`src/rtl/idli_pkg.sv`:
```
// idli_pkg: shared types for the idli core as used by the GPIO pin bank.
//   ctr_t      - per-instruction slice counter (0..3)
//   pin_op_t   - pin operation executed by EX
//   gpio_rd_t  - bank read source select (synchronised level or sticky edge flags)
//   io_pins_t  - widest pin vector; narrower banks zero-extend into it
//   ex_debug_t - EX debug bundle, carries the GPIO edge flags
// Helpers: gpio_slice (4b slice of a 16b word), pin_next (new pin level for an op).
package idli_pkg;

  localparam int NUM_GPIO_PINS_MAX = 16;

  typedef logic [1:0] ctr_t;

  typedef enum logic [1:0] {
    PIN_OP_IN   = 2'd0,
    PIN_OP_OUT  = 2'd1,
    PIN_OP_OUTN = 2'd2,
    PIN_OP_OUTP = 2'd3
  } pin_op_t;

  typedef enum logic {
    GPIO_RD_LEVEL = 1'b0,
    GPIO_RD_EDGE  = 1'b1
  } gpio_rd_t;

  typedef logic [NUM_GPIO_PINS_MAX-1:0] io_pins_t;

  typedef struct packed {
    io_pins_t gpio_pins;
    io_pins_t gpio_edge;
  } ex_debug_t;

  // Select the 4b slice of a 16b word addressed by the slice counter.
  function automatic logic [3:0] gpio_slice(input io_pins_t word, input ctr_t ctr);
    logic [3:0] res;
    case (ctr)
      2'd0:    res = word[3:0];
      2'd1:    res = word[7:4];
      2'd2:    res = word[11:8];
      2'd3:    res = word[15:12];
      default: res = 4'd0;
    endcase
    return res;
  endfunction

  // New level of a targeted output pin; IN leaves it untouched.
  function automatic logic pin_next(input pin_op_t op, input logic cur, input logic pred);
    logic res;
    case (op)
      PIN_OP_OUT:  res = 1'b1;
      PIN_OP_OUTN: res = 1'b0;
      PIN_OP_OUTP: res = pred;
      default:     res = cur;
    endcase
    return res;
  endfunction

endpackage

```
`src/rtl/idli_gpio_sync.sv`:
```
// idli_gpio_sync: WIDTH-bit, STAGES-deep flop synchroniser for asynchronous inputs.
// Ports:
//   i_gck   - clock
//   i_rst_n - synchronous active-low reset, clears every stage
//   i_d     - asynchronous input vector
//   o_q     - synchronised vector, STAGES edges behind i_d
module idli_gpio_sync #(
  parameter int WIDTH  = 4,
  parameter int STAGES = 2
) (
  input  logic             i_gck,
  input  logic             i_rst_n,
  input  logic [WIDTH-1:0] i_d,
  output logic [WIDTH-1:0] o_q
);

  logic [WIDTH-1:0] stage_r [STAGES];

  // Shift chain: stage 0 samples the raw input, later stages settle metastability.
  always_ff @(posedge i_gck) begin
    if (!i_rst_n) begin
      for (int s = 0; s < STAGES; s++) begin
        stage_r[s] <= '0;
      end
    end else begin
      stage_r[0] <= i_d;
      for (int s = 1; s < STAGES; s++) begin
        stage_r[s] <= stage_r[s-1];
      end
    end
  end

  assign o_q = stage_r[STAGES-1];

endmodule

```
`src/rtl/idli_gpio.sv`:
```
// idli_gpio: parametrised GPIO pin bank beside EX.
// Synchronises NUM_PINS inputs, keeps sticky edge flags, drives NUM_PINS
// registered outputs from pin ops, and returns 16b bank reads as four 4b
// slices aligned to the core slice counter.
// Ports:
//   i_gck, i_rst_n     - clock, synchronous active-low reset
//   i_ctr              - slice counter, 0..3 within an instruction
//   i_op_vld/i_op/i_idx/i_pred - pin op, target pin and current P (ops fire at ctr 3)
//   i_rd_vld/i_rd_sel  - bank read valid and source (LEVEL or EDGE)
//   i_pins             - asynchronous external inputs
//   o_pins             - registered external outputs
//   o_in_bit           - synchronised level of pin i_idx (0 when out of range)
//   o_slice            - read data slice i_ctr
//   o_edge_any         - OR of all edge flags
module idli_gpio
  import idli_pkg::*;
#(
  parameter  int NUM_PINS    = 4,
  parameter  int SYNC_STAGES = 2,
  localparam int IDX_W       = (NUM_PINS > 1) ? $clog2(NUM_PINS) : 1
) (
  input  logic                i_gck,
  input  logic                i_rst_n,
  input  ctr_t                i_ctr,
  input  logic                i_op_vld,
  input  pin_op_t             i_op,
  input  logic [IDX_W-1:0]    i_idx,
  input  logic                i_pred,
  input  logic                i_rd_vld,
  input  gpio_rd_t            i_rd_sel,
  input  logic [NUM_PINS-1:0] i_pins,
  output logic [NUM_PINS-1:0] o_pins,
  output logic                o_in_bit,
  output logic [3:0]          o_slice,
  output logic                o_edge_any
);

  logic [NUM_PINS-1:0] sync_s;
  logic [NUM_PINS-1:0] prev_r;
  logic [NUM_PINS-1:0] edge_r;
  logic [NUM_PINS-1:0] edge_clr_s;
  logic [NUM_PINS-1:0] edge_nxt_s;
  logic [NUM_PINS-1:0] pins_r;
  logic [NUM_PINS-1:0] pins_nxt_s;
  io_pins_t            src_s;
  io_pins_t            snap_r;
  logic                op_fire_s;
  logic                clr_fire_s;
  logic                snap_fire_s;
  logic                in_bit_s;
  logic [3:0]          slice_s;

  idli_gpio_sync #(
    .WIDTH  (NUM_PINS),
    .STAGES (SYNC_STAGES)
  ) u_sync (
    .i_gck   (i_gck),
    .i_rst_n (i_rst_n),
    .i_d     (i_pins),
    .o_q     (sync_s)
  );

  assign op_fire_s   = i_op_vld && (i_ctr == 2'd3);
  assign snap_fire_s = i_rd_vld && (i_ctr == 2'd0);
  assign clr_fire_s  = i_rd_vld && (i_rd_sel == GPIO_RD_EDGE) && (i_ctr == 2'd3);

  // Only flags that were returned by this read are cleared; a new edge in the
  // clear cycle is OR-ed in afterwards, so set wins over clear.
  assign edge_clr_s = clr_fire_s ? snap_r[NUM_PINS-1:0] : '0;
  assign edge_nxt_s = (edge_r & ~edge_clr_s) | (sync_s ^ prev_r);

  // Read source, zero-extended to the 16b bank word.
  always_comb begin
    src_s = '0;
    if (i_rd_sel == GPIO_RD_EDGE) begin
      src_s[NUM_PINS-1:0] = edge_r;
    end else begin
      src_s[NUM_PINS-1:0] = sync_s;
    end
  end

  // Slice 0 is live from the source; later slices come from the snapshot so the word is coherent.
  always_comb begin
    slice_s = 4'd0;
    if (!i_rd_vld) begin
      slice_s = 4'd0;
    end else if (i_ctr == 2'd0) begin
      slice_s = src_s[3:0];
    end else begin
      slice_s = gpio_slice(snap_r, i_ctr);
    end
  end

  // Pin index decode: an index at or beyond NUM_PINS matches no pin, so it
  // reads as 0 and output ops on it have no effect.
  always_comb begin
    in_bit_s   = 1'b0;
    pins_nxt_s = pins_r;
    for (int n = 0; n < NUM_PINS; n++) begin
      in_bit_s = in_bit_s | ((i_idx == IDX_W'(n)) & sync_s[n]);
      if (op_fire_s && (i_idx == IDX_W'(n))) begin
        pins_nxt_s[n] = pin_next(i_op, pins_r[n], i_pred);
      end else begin
        pins_nxt_s[n] = pins_r[n];
      end
    end
  end

  // Bank state: previous sync level, sticky edge flags, read snapshot and output pins.
  always_ff @(posedge i_gck) begin
    if (!i_rst_n) begin
      prev_r <= '0;
      edge_r <= '0;
      snap_r <= '0;
      pins_r <= '0;
    end else begin
      prev_r <= sync_s;
      edge_r <= edge_nxt_s;
      pins_r <= pins_nxt_s;
      if (snap_fire_s) begin
        snap_r <= src_s;
      end
    end
  end

  assign o_pins     = pins_r;
  assign o_in_bit   = in_bit_s;
  assign o_slice    = slice_s;
  assign o_edge_any = |edge_r;

endmodule

```
`config.mk`:
```
export PLATFORM = sky130hd
export DESIGN_NAME = idli_gpio
export DESIGN_NICKNAME = d
export VERILOG_FILES = /design/src/rtl/idli_pkg.sv /design/src/rtl/idli_gpio_sync.sv /design/src/rtl/idli_gpio.sv
export SDC_FILE = /design/constraint.sdc
export NUM_CORES = 1
export LEC_CHECK = 0
export BUFFER_PORTS_ARGS = -buffer_cell sky130_fd_sc_hd__buf_2
export CORE_ASPECT_RATIO = 1.2
export CORE_MARGIN = 8
export CORE_UTILIZATION = 53
export CTS_CLUSTER_DIAMETER = 80
export DETAILED_ROUTE_END_ITERATION = 10
export MAX_ROUTING_LAYER = met4
export PLACE_DENSITY_LB_ADDON = 0.3
export REMOVE_ABC_BUFFERS = 1
export SYNTH_ARGS = -nofsm -noshare
export SYNTH_HDL_FRONTEND = slang
export SYNTH_SLANG_ARGS = --single-unit
```
`constraint.sdc`:
```
create_clock -name i_gck -period 1.18 [get_ports i_gck]
set_input_delay 0.059 -clock i_gck [delete_from_list [all_inputs] [get_ports i_gck]]
set_output_delay 0.059 -clock i_gck [all_outputs]
set_load 0.01 [all_outputs]
```
==> out/results.tsv <==
metric	value	unit
outcome	complete, but fails checks	
failing checks	setup timing	
clock-pin slew on the worst setup and hold paths	120	ps
part of the cycle the worst path needs	1.17	
Tot Pwr	1.67	mW
grt ovf	0	
Iteration-0 DRC Markers	8	
register area share after synthesis	0.501	
core area	1770	µm²
Detailed Place HPWL	1.53	mm
RePlAce Congestion	0.844	
post-synthesis simple-gate area fraction	0.193	
Lkg Pwr	0.619	nW
xor-xnor portion of the synthesized cell area	0.0366	
Netlist Area Pre-Place	958	µm²
Residual DRC	0	
Die W	54.8	µm
fmax	0.724	GHz
vias in the first global route	786	
proportion of synthesized area in mux cells	0.0862	
crit end category	output port	
DRT Pass-1 Iters	4	
required time worst endpoint	1120	ps
Final Skew	0.900	ps
largest net degree at the start of global routing	19	
worst vdd ir	1.24	mV
Die ar.	3430	µm²
Clock Tree Buf Depth	2	
clock sinks	24	
startpoint types	flop	
Worst-Margin Slew	318	ps
initial core utilization	0.543	
Hold Path Class	primary input to flop	
CTS tree	built	
fill cell count	126	
CTS H-tree lvls	1	
crit path DAT	1320	ps
PwrDens	1270	nW/µm²
WL final	2.28	mm
Final WS setup	-202	ps
Die Ht	62.6	µm
post-DR wirelength/cell	15.5	µm
Vias	805	
cts bufs inserted	3	
DP Worst Slack	158	ps
Antenna Cells	0	
Ports	26	
Compound-Gate Fraction of Synth Area	0.170	
Distinct cells, synth	23	
Seq cells post-synth	24	
Final Hold Violating Endpoints	0	
vias per inst	5.48	
Avg Inst Size Synth	10.9	µm²
CP Class	flop to output port	
share of layout cells above drive strength 1	0.422	
final hold slack	14.5	ps
final slew viol count	0	
adder-cell share of the synthesized area	0	
initial antenna violation count	0	
Clock Latency Late Sink	310	ps
Area growth syn-to-layout	37.2	%
Yosys warning count	0	
global-route wire length before repair	3.39	mm
Final nets	145	
antenna-violating nets left	0	
largest family of logic cells by synthesized area	simple AND/OR/NAND/NOR gates	
port bufs	25	
crit path max fanout	3	
global-route total usage across every layer	0.132	
Slew HR	0.788	
endpoints failing setup	4	
Clock Tree Root	clkbuf_4	
cell row count	17	
maxcap violations	0	
crit path time final	1380	ps
RSZ-0062 raised after global routing	true	
Post-Syn Instances	88	
==> synth_stat cells, drive strengths merged <==
library cell | instances | share of area
and2 | 12 | 0.078
o21ai | 1 | 0.0052
o41ai | 1 | 0.0091
mux4 | 1 | 0.023
nor2 | 5 | 0.020
o211ai | 1 | 0.0078
a21bo | 1 | 0.010
or4 | 1 | 0.0078
clkbuf | 2 | 0.0078
and4 | 1 | 0.010
o2111ai | 1 | 0.016
dfxtp | 24 | 0.50
o31ai | 1 | 0.0078
nand2 | 8 | 0.031
o21a | 4 | 0.031
nor3b | 3 | 0.039
xor2 | 4 | 0.037
o311ai | 1 | 0.0091
o211a | 4 | 0.042
a21boi | 4 | 0.031
buf | 1 | 0.0052
mux2i | 6 | 0.063
nand4 | 1 | 0.0065
==> power by group <==
| part | switching, mW | total [mW] | internal (mW) |
|---|---|---|---|
| Sequential | 0.0197 | 0.867 | 0.847 |
| Clock | 0.239 | 0.582 | 0.344 |
| Combinational | 0.0987 | 0.218 | 0.120 |
==> routing by layer <==
layer  vias to the layer above  global-route usage  wire, µm
li1                        398                   -         -
met1                       382               0.135       920
met2                        20               0.214      1190
met3                         5              0.0381       119
met4                         0              0.0648        46
met5                         -                   -         0
==> worst paths after layout <==
kind                              from              endpoint  slack (ps)  cells past startpoint
hold / removal                i_idx[1]             o_pins[0]          10                      2
setup reg to reg  u_sync.stage_r[0][6]             snap_r[2]         170                      5
setup / recovery             edge_r[1]            o_edge_any        -200                      2
hold reg to reg   u_sync.stage_r[0][1]  u_sync.stage_r[0][5]         450                      1
==> cells by family after synthesis <==
| kind of cell | Yosys count |
|---|---|
| AOI/OAI and AO/OA | 19 |
| xor gates and xnor gates | 4 |
| buffers and inverters | 3 |
| DFF | 24 |
| muxes | 7 |
| and+or+nand+nor | 31 |
==> worst max-delay path, stage by stage (launching register included) <==
cell and delay [ps]:
dfxtp_1 350, or4_1 500, buf_2 160
==> repair_timing <==
item | CTS | global route
gates cloned | 0 | 0
endpoints found under the setup margin | 2 | 6
hold buffers | 4 | 0
setup buffers | 4 | 4
pin swaps | 0 | 2
endpoints found under the hold margin | 4 | 0
resized for setup | 6 | 8
==> sequential cells by signal, summed over array words and instances, names as in the netlist <==
register        flops
snap_r              4
prev_r              4
u_sync.stage_r      8
o_pins              4
edge_r              4
==> through the flow <==
stage / cells / area [µm²] / util / setup TNS, ps
final: 147 / 1320 / 0.745 / -410
after global routing: 147 / 1320 / 0.745 / -689
after CTS: 143 / 1240 / 0.704 / -468
after detailed placement: 131 / 1110 / 0.629 / 0
after global placement: 131 / 1110 / 0.629 / 0
after floorplan: 85 / 946 / - / 0
==> layout by cell type (no fill, tap or decap) <==
master	netlist	layout
buf_2	1	24
dfxtp_1	24	19
and2_1	12	12
nand2_1	8	8
buf_4	0	7
nor2_1	5	5
dfxtp_2	0	5
xor2_1	4	4
a21boi_0	4	4
o21a_1	4	4
o211a_1	4	4
dlygate4sd3_1	0	4
buf_6	0	4
mux2i_1	6	3
nor3b_2	3	3
clkbuf_4	0	3
mux2i_4	0	2
mux2i_2	0	1
mux4_2	1	1
or4_1	1	1
and4_2	1	1
a21bo_2	1	1
o2111ai_2	1	1
o311ai_1	1	1
o41ai_1	1	1
nand4_1	1	1
o21ai_0	1	1
o211ai_1	1	1
o31ai_1	1	1
bufinv_16	0	1
==> area by class of cell <==
class	instances	area, µm²	share of cell area
repair buffers	39	258	0.196
flip-flops and latches	24	487	0.370
well taps	19	23.8	0.0181
clock inverters	1	30.0	0.0228
multi-input cells	61	494	0.376
clock buffers	3	22.5	0.0171
Power figures use the tool's default switching activity.
